--- src/rtl/asic_iopoc_pkg.sv ---
// Shared types for the IO-ring power-on-control sequencer: state encoding,
// per-state pad control decode and counter sizing.
package asic_iopoc_pkg;

  typedef enum logic [2:0] {
    StOff    = 3'd0,
    StSettle = 3'd1,
    StPocRel = 3'd2,
    StEnable = 3'd3,
    StReady  = 3'd4,
    StHold   = 3'd5
  } state_e;

  typedef struct packed {
    logic poc;
    logic pad_enable;
    logic pad_hold_n;
    logic ready;
  } pad_ctrl_t;

  localparam pad_ctrl_t OutOff    = '{poc: 1'b1, pad_enable: 1'b0, pad_hold_n: 1'b0, ready: 1'b0};
  localparam pad_ctrl_t OutPocRel = '{poc: 1'b0, pad_enable: 1'b0, pad_hold_n: 1'b0, ready: 1'b0};
  localparam pad_ctrl_t OutEnable = '{poc: 1'b0, pad_enable: 1'b1, pad_hold_n: 1'b0, ready: 1'b0};
  localparam pad_ctrl_t OutReady  = '{poc: 1'b0, pad_enable: 1'b1, pad_hold_n: 1'b1, ready: 1'b1};
  localparam pad_ctrl_t OutHold   = '{poc: 1'b0, pad_enable: 1'b1, pad_hold_n: 1'b0, ready: 1'b0};

  function automatic int unsigned cnt_width(input int unsigned settle, input int unsigned gap);
    int unsigned m;
    m = (settle > gap) ? settle : gap;
    return $clog2(m + 1);
  endfunction

  function automatic pad_ctrl_t decode(input state_e s);
    case (s)
      StPocRel: return OutPocRel;
      StEnable: return OutEnable;
      StReady:  return OutReady;
      StHold:   return OutHold;
      default:  return OutOff;
    endcase
  endfunction

endpackage

--- src/rtl/asic_iopoc_sync.sv ---
// Multi-flop synchroniser for asynchronous monitor inputs; clears to 0 on reset.
module asic_iopoc_sync #(
  parameter int unsigned SYNC_STAGES = 2
) (
  input  logic clk,
  input  logic rst,
  input  logic d,
  output logic q
);

  logic [SYNC_STAGES-1:0] sync_q;

  always_ff @(posedge clk or posedge rst) begin
    if (rst) begin
      sync_q <= '0;
    end else begin
      sync_q <= {sync_q[SYNC_STAGES-2:0], d};
    end
  end

  assign q = sync_q[SYNC_STAGES-1];

endmodule

--- src/rtl/asic_iopoc_seq.sv ---
// Power-on-control sequencer: holds the IO ring safe until the supply has been
// stable long enough, then releases poc, enables pads and un-holds them.
module asic_iopoc_seq
  import asic_iopoc_pkg::*;
#(
  parameter int unsigned SYNC_STAGES   = 2,
  parameter int unsigned SETTLE_CYCLES = 16,
  parameter int unsigned GAP_CYCLES    = 4
) (
  input  logic       clk,
  input  logic       rst,
  input  logic       vdd_ok_async,
  input  logic       sw_hold,
  output logic       poc,
  output logic       pad_enable,
  output logic       pad_hold_n,
  output logic       ready,
  output logic [2:0] state
);

  localparam int unsigned CntW = cnt_width(SETTLE_CYCLES, GAP_CYCLES);
  localparam logic [CntW-1:0] SettleLast = CntW'(SETTLE_CYCLES - 1);
  localparam logic [CntW-1:0] GapLast    = CntW'(GAP_CYCLES - 1);

  logic            vdd_ok_s;
  state_e          state_q, state_d;
  logic [CntW-1:0] cnt_q, cnt_d, cnt_inc;
  pad_ctrl_t       ctrl_q, ctrl_d;

  asic_iopoc_sync #(
    .SYNC_STAGES(SYNC_STAGES)
  ) u_sync (
    .clk(clk),
    .rst(rst),
    .d  (vdd_ok_async),
    .q  (vdd_ok_s)
  );

  assign cnt_inc = (cnt_q == '1) ? cnt_q : cnt_q + 1'b1;

  always_comb begin
    state_d = state_q;
    cnt_d   = cnt_q;
    case (state_q)
      StOff: begin
        cnt_d = '0;
        if (vdd_ok_s) state_d = StSettle;
      end
      StSettle: begin
        if (cnt_q == SettleLast) begin
          state_d = StPocRel;
          cnt_d   = '0;
        end else begin
          cnt_d = cnt_inc;
        end
      end
      StPocRel: begin
        if (cnt_q == GapLast) begin
          state_d = StEnable;
          cnt_d   = '0;
        end else begin
          cnt_d = cnt_inc;
        end
      end
      StEnable: state_d = StReady;
      StReady:  if (sw_hold) state_d = StHold;
      StHold:   if (!sw_hold) state_d = StReady;
      default: begin
        state_d = StOff;
        cnt_d   = '0;
      end
    endcase
    // Brown-out overrides every other transition, including sw_hold.
    if (!vdd_ok_s && state_q != StOff) begin
      state_d = StOff;
      cnt_d   = '0;
    end
    ctrl_d = decode(state_d);
  end

  always_ff @(posedge clk or posedge rst) begin
    if (rst) begin
      state_q <= StOff;
      cnt_q   <= '0;
      ctrl_q  <= OutOff;
    end else begin
      state_q <= state_d;
      cnt_q   <= cnt_d;
      ctrl_q  <= ctrl_d;
    end
  end

  assign poc        = ctrl_q.poc;
  assign pad_enable = ctrl_q.pad_enable;
  assign pad_hold_n = ctrl_q.pad_hold_n;
  assign ready      = ctrl_q.ready;
  assign state      = state_q;

endmodule

--- config.mk ---
export PLATFORM = sky130hd
export DESIGN_NAME = asic_iopoc_seq
export DESIGN_NICKNAME = d
export VERILOG_FILES = /design/src/rtl/asic_iopoc_pkg.sv /design/src/rtl/asic_iopoc_sync.sv /design/src/rtl/asic_iopoc_seq.sv
export SDC_FILE = /design/constraint.sdc
export NUM_CORES = 1
export LEC_CHECK = 0
export CORE_UTILIZATION = 51
export DETAILED_ROUTE_END_ITERATION = 7
export PLACE_DENSITY = 0.82
export SLEW_MARGIN = 20
export SYNTH_ARGS = -nofsm -noshare
export SYNTH_HDL_FRONTEND = slang
export SYNTH_HIERARCHICAL = 1
export SYNTH_SLANG_ARGS = --single-unit
--- constraint.sdc ---
create_clock -name clk -period 2.05 [get_ports clk]
set_input_delay 0.3075 -clock clk [delete_from_list [all_inputs] [get_ports clk]]
set_output_delay 0.3075 -clock clk [all_outputs]
set_load 0.02 [all_outputs]
==> run_results.csv, run 1 <==
group,metric,value,unit
critical_path,worstSetupStartpointType,"flop",
global_route,antenna_found_initial,0,
route,postRouteAntennaNets,0,
route,viasPerCell,5.71,
sta,grt_setup_unrepaired,"false",
sta,maxSlewHeadroom,0.725,
placement,dp_hpwl,941,um
sta,finalHoldViolCount,0,
die,fp.dieArea,0.00160,mm^2
sta,fmax,0.535,GHz
pwr,leakagePower,0.356,nW
clocking,htreeDepth,1,
synthesis,syn-cell-area,736,um^2
clocking,numCtsBuffers,3,
sta,min_period,1.87,ns
clocking,ctsHoldBuffers,0,
final_layout,multi_input_area,357,um^2
die,io_pins,11,
clocking,root_buffer,"clkbuf_4",
route,via_count,560,
synthesis,avgSynthCellArea,10.1,um^2
synthesis,synth_cells,73,
synthesis,ys_ff_latch,13,
sta,worstMarginPinSlew,0.411,ns
clocking,postCtsSetupBuffers,0,
sta,skew,0.0114,ns
final_layout,nNetsFinal,89,
final_layout,n_antenna_cell,0,
synthesis,async_reset_ff_frac,1.00,
clocking,cts_resized,0,
synthesis,synth_nets,78,
route,drtPass1Iterations,2,
route,drc,0,
global_route,grt-ovfl-total,0,
route,drt_iter0_markers,14,
critical_path,critPathRequiredTime,1.74,ns
final_layout,drive_above_1_share,0.120,
global_route,track_usage,0.206,
critical_path,critPathTopFamily,"buffers and inverters",
die,coreArea,0.00132,mm^2
global_route,grt_pass1_wl,2.14,mm
clocking,clk_pin_slew_worst_paths,0.08,ns
die,row_count,13,
critical_path,arrival,1.56,ns
final_layout,area.growth.synth_to_final,15.1,%
die,die_x,40.0,um
die,start_util,0.558,
final_layout,register_area,327,um^2
critical_path,cpMaxStageDelayCell,"clkdlybuf4s50_1",
die,die_h,40.0,um
critical_path,critPathBufInv,1,
final_layout,layout_commonest_cell,"dfrtp_1",
synthesis,yosys_warnings,6,
placement,io_buffer_count,10,
sta,layout_setup_ws,0.180,ns
hold_path,hold_class,"primary input to asynchronous set/reset pin",
sta,tns,0,ns
critical_path,critPathKind,"flop to output pin",
route,post_drt_wl_per_cell,13.4,um
global_route,grt_pass1_vias,466,
critical_path,slowest_delay,0.69,ns
final_layout,final.fill_count,101,
route,detail_route.wirelength,1.32,mm
clocking,clock_latency,0.28,ns
pwr,p_per_area,577,mW/mm^2
sta,post-route-period-util,0.912,
synthesis,ys_types,36,
clocking,clock_sinks,13,
final_layout,layout_common_cells,"dfrtp_1 (12), clkdlybuf4s50_1 (10), a21oi_1 (7)",
job,maxCapViolCount,0,
placement,place_ws,0.323,ns
critical_path,crit_chain,"clkdlybuf4s50_1",
pwr,ir_drop,0.376,mV
clocking,cts_tree,"done",
synthesis,yosysSeqAreaShare,0.444,
synthesis,synth_edf_count,0,
placement,finalWeightedCongestion,0.785,
clocking,clk_path_buf_depth,2,
sta,finalMaxSlewViolations,0,
critical_path,end_kind,"output pin",
synthesis,yosys_most_used_dff,"dfrtp_1",
global_route,grt_max_degree,15,
critical_path,crit_fanout,14,
run_status,status,"completed",
sta,setup_viol,0,
==> power by group <==
group	internal (mW)	leakage (nW)	switching, mW
registers	0.264	0.171	0.0125
clock network	0.0754	0.0150	0.0770
logic	0.0260	0.171	0.0330
total	0.366	0.356	0.122
==> cell families after synthesis <==
family,share of synthesized area
AOI/OAI and AO/OA,0.259
buffers and inverters,0.0714
DFF,0.444
adders and majority gates,0.0170
and+or+nand+nor,0.209
==> through the flow <==
stage / hold slack [ns] / utilization / instances / total power [mW] / area (um^2)
floorplan: 0.0487 / - / 73 / 0.317 / 736
global placement: 0.342 / 0.623 / 94 / 0.339 / 821
detailed placement: 0.345 / 0.623 / 94 / 0.341 / 821
CTS: 0.208 / 0.643 / 98 / 0.493 / 847
global route: 0.246 / 0.643 / 98 / 0.511 / 847
finish: 0.211 / 0.643 / 98 / 0.488 / 847
==> per-layer routing <==
metal  GRT usage  wire length [um]  up-vias
li1            -                 -      287
met2       0.302               591       13
met5           0                 0        -
met4      0.0517                18        0
met1       0.280               646      256
met3      0.0833                61        4
==> layout make-up <==
type                    count  share of cell area
flip-flops and latches     13               0.386
well taps                  15              0.0222
repair buffers             10               0.118
clock buffers               4              0.0310
inverters                   5              0.0222
multi-input cells          51               0.421
==> sequential cells by signal, summed over array words and instances, names as in the netlist <==
register	flops
poc	1
cnt_q	5
state	3
pad_hold_n	1
pad_enable	1
u_sync/sync_q	2
==> cells in the mapped netlist (2+ instances only) <==
master    number  area share
dfrtp_1       12        0.41
a21oi_1        7       0.048
inv_1          5       0.026
nand2_1        5       0.026
nand2b_1       5       0.043
buf_4          3       0.031
a211oi_1       2       0.020
a21oi_2        2       0.024
nand3b_1       2       0.020
nor2_1         2       0.010
nor3b_1        2       0.020
o21a_1         2       0.020
==> worst paths after layout <==
| check | start | endpoint | slack, ns | cells after the start |
|---|---|---|---|---|
| setup / recovery | state[1] | state[1] | 0.18 | 1 |
| hold / removal | rst | u_sync/sync_q[1] | 0.21 | 2 |
| setup reg to reg | cnt_q[0] | poc | 0.32 | 5 |
| hold reg to reg | u_sync/sync_q[0] | u_sync/sync_q[1] | 0.36 | 0 |
| max in group asynchronous | rst | poc | 1.39 | 2 |
| min in group clk | u_sync/sync_q[0] | u_sync/sync_q[1] | 0.36 | 0 |
No activity file was read; power rests on OpenSTA's default activity.
==> run 2, diff against run 1 <==
--- a/config.mk
+++ b/config.mk
@@ -7,7 +7,7 @@
 export LEC_CHECK = 0
 export CORE_UTILIZATION = 51
 export DETAILED_ROUTE_END_ITERATION = 7
-export PLACE_DENSITY = 0.82
+export PLACE_DENSITY = 0.83
 export SLEW_MARGIN = 20
 export SYNTH_ARGS = -nofsm -noshare
 export SYNTH_HDL_FRONTEND = slang
==> constraint.sdc (replaced) <==
create_clock -name clk -period 1.9 [get_ports clk]
set_input_delay 0.285 -clock clk [delete_from_list [all_inputs] [get_ports clk]]
set_output_delay 0.285 -clock clk [all_outputs]
set_load 0.02 [all_outputs]
==> run 2 against run 1 <==
  * Global-route usage increased by 1.3 points
  * Cell area grew 0.15%
  * Clock skew fell by 0.0033 ns
  * Critical endpoint is now state[2]
  * Sequential power rose by 7.6%
  * Flip-flop and latch count unchanged
==> run_results.csv, run 2 (synthesized netlist as in run 1, its figures left out) <==
group,metric,value,unit
route,drt_iter0_markers,16,
route,post_drt_wl_per_cell,13.3,um
sta,whs,0.193,ns
critical_path,reg2reg_slack,0.16,ns
critical_path,arrival,1.47,ns
final_layout,final.fill_count,109,
sta,grt_setup_unrepaired,"false",
critical_path,end_kind,"output pin",
hold_path,hold_class,"primary input to asynchronous set/reset pin",
pwr,pwr-share-clk,0.326,
pwr,switching_share,0.262,
critical_path,critPathTopFamily,"buffers and inverters",
critical_path,reg2reg_from,"cnt_q[0]",
sta,post-route-period-util,0.923,
critical_path,critPathBufInv,1,
run_status,status,"completed",
critical_path,critPathRequiredTime,1.62,ns
final_layout,nNetsFinal,89,
final_layout,design_area,848,um^2
placement,place_area,821,um^2
global_route,grt_pass1_vias,505,
sta,min_period,1.75,ns
clocking,root_buffer,"clkbuf_4",
route,wl_met2,564,um
critical_path,slowest_delay,0.67,ns
pwr,p_sw,0.140,mW
critical_path,crit_path_end,"state[2]",
placement,finalWeightedCongestion,0.827,
sta,finalHoldViolCount,0,
clocking,postCtsSetupBuffers,0,
critical_path,crit_fanout,10,
sta,finalMaxSlewViolations,0,
route,detail_route.wirelength,1.31,mm
die,die_h,40.0,um
final_layout,top_register,"cnt_q",
critical_path,reg2reg_to,"poc",
critical_path,worstSetupStartpointType,"flop",
sta,fmax,0.570,GHz
critical_path,critPathKind,"flop to output pin",
die,row_count,13,
placement,place_ws,0.190,ns
global_route,track_usage,0.219,
global_route,antenna_found_initial,0,
pwr,seqPwrFrac,0.557,
sta,skew,0.00819,ns
route,viasPerCell,6.04,
final_layout,multi_input_area,357,um^2
final_layout,drive_above_1_share,0.133,
die,die_x,40.0,um
die,start_util,0.558,
pwr,comb_power_share,0.117,
global_route,grt_pass1_wl,2.22,mm
clocking,clk_path_buf_depth,2,
clocking,numCtsBuffers,3,
final_layout,area.growth.synth_to_final,15.3,%
clocking,htreeDepth,1,
final_layout,layout_commonest_cell,"dfrtp_1",
clocking,clk_pin_slew_worst_paths,0.08,ns
clocking,ctsHoldBuffers,0,
sta,worstMarginPinSlew,0.422,ns
die,coreArea,0.00132,mm^2
route,wl_met3,97,um
pwr,ir_drop,0.451,mV
global_route,grt-ovfl-total,0,
critical_path,crit_cells,1,
global_route,grt_max_degree,15,
final_layout,n_antenna_cell,0,
final_layout,register_area,328,um^2
route,drc,0,
route,postRouteAntennaNets,0,
pwr,p_per_area,631,mW/mm^2
critical_path,r2r_cells,5,
sta,tns,0,ns
die,fp.dieArea,0.00160,mm^2
final_layout,fin_util,0.644,
route,via_count,592,
final_layout,largest_register_ffs,5,
sta,layout_setup_ws,0.146,ns
die,io_pins,11,
pwr,leakagePower,0.355,nW
route,drtPass1Iterations,4,
pwr,total_power,0.535,mW
clocking,cts_tree,"done",
critical_path,cpMaxStageDelayCell,"clkdlybuf4s50_1",
critical_path,crit_chain,"clkdlybuf4s50_1",
clocking,clock_latency,0.28,ns
route,met1_length,607,um
route,routed.top_layer,"met4",
sta,setup_viol,0,
pwr,intPower,0.395,mW
job,maxCapViolCount,0,
sta,maxSlewHeadroom,0.718,
final_layout,layout_common_cells,"dfrtp_1 (11), clkdlybuf4s50_1 (10), a21oi_1 (7)",
critical_path,crit_path_start,"state[2]",
placement,io_buffer_count,10,
clocking,clock_sinks,13,
placement,placed_cells,94,
placement,dp_hpwl,921,um
final_layout,fin_cells,98,
run 2: cell counts in the layout (fill, tap and decap cells not counted):
Identical to the previous run, type by type.
run 2: per-layer routing:
metal  up-vias  global-route usage
met5         -                   0
met4         0               0.155
met3         5              0.0500
met2        24               0.302
met1       274               0.299
li1        289                   -
run 2: area by class of cell:
class / count / area share
tap: 15 / 0.0221
timing repair buffer: 10 / 0.118
inverter: 5 / 0.0221
sequential: 13 / 0.386
multi-input combinational: 51 / 0.420
clock buffer: 4 / 0.0310
run 2: how the worst min path moves through the flow:
stage | startpoint | endpoint | slack, ns | cells past startpoint
floorplan | rst | u_sync/sync_q[0] | 0.03 | 1
global placement | u_sync/sync_q[0] | u_sync/sync_q[1] | 0.34 | 0
detailed placement | u_sync/sync_q[0] | u_sync/sync_q[1] | 0.34 | 0
CTS | rst | u_sync/sync_q[0] | 0.19 | 2
global route | rst | u_sync/sync_q[0] | 0.20 | 2
finish | rst | u_sync/sync_q[0] | 0.19 | 2
run 2: power groups by stage:
stage	registers (mW)	clock network [mW]	logic (mW)
global placement	0.303	0	0.0620
CTS	0.298	0.180	0.0625
finish	0.298	0.174	0.0625
global route	0.301	0.189	0.0700
floorplan	0.304	0	0.0374
detailed placement	0.303	0	0.0622
run 2: repair_timing:
item,CTS,global route
endpoints found under the setup margin,0,1
endpoints found under the hold margin,0,0
resized for setup,0,1
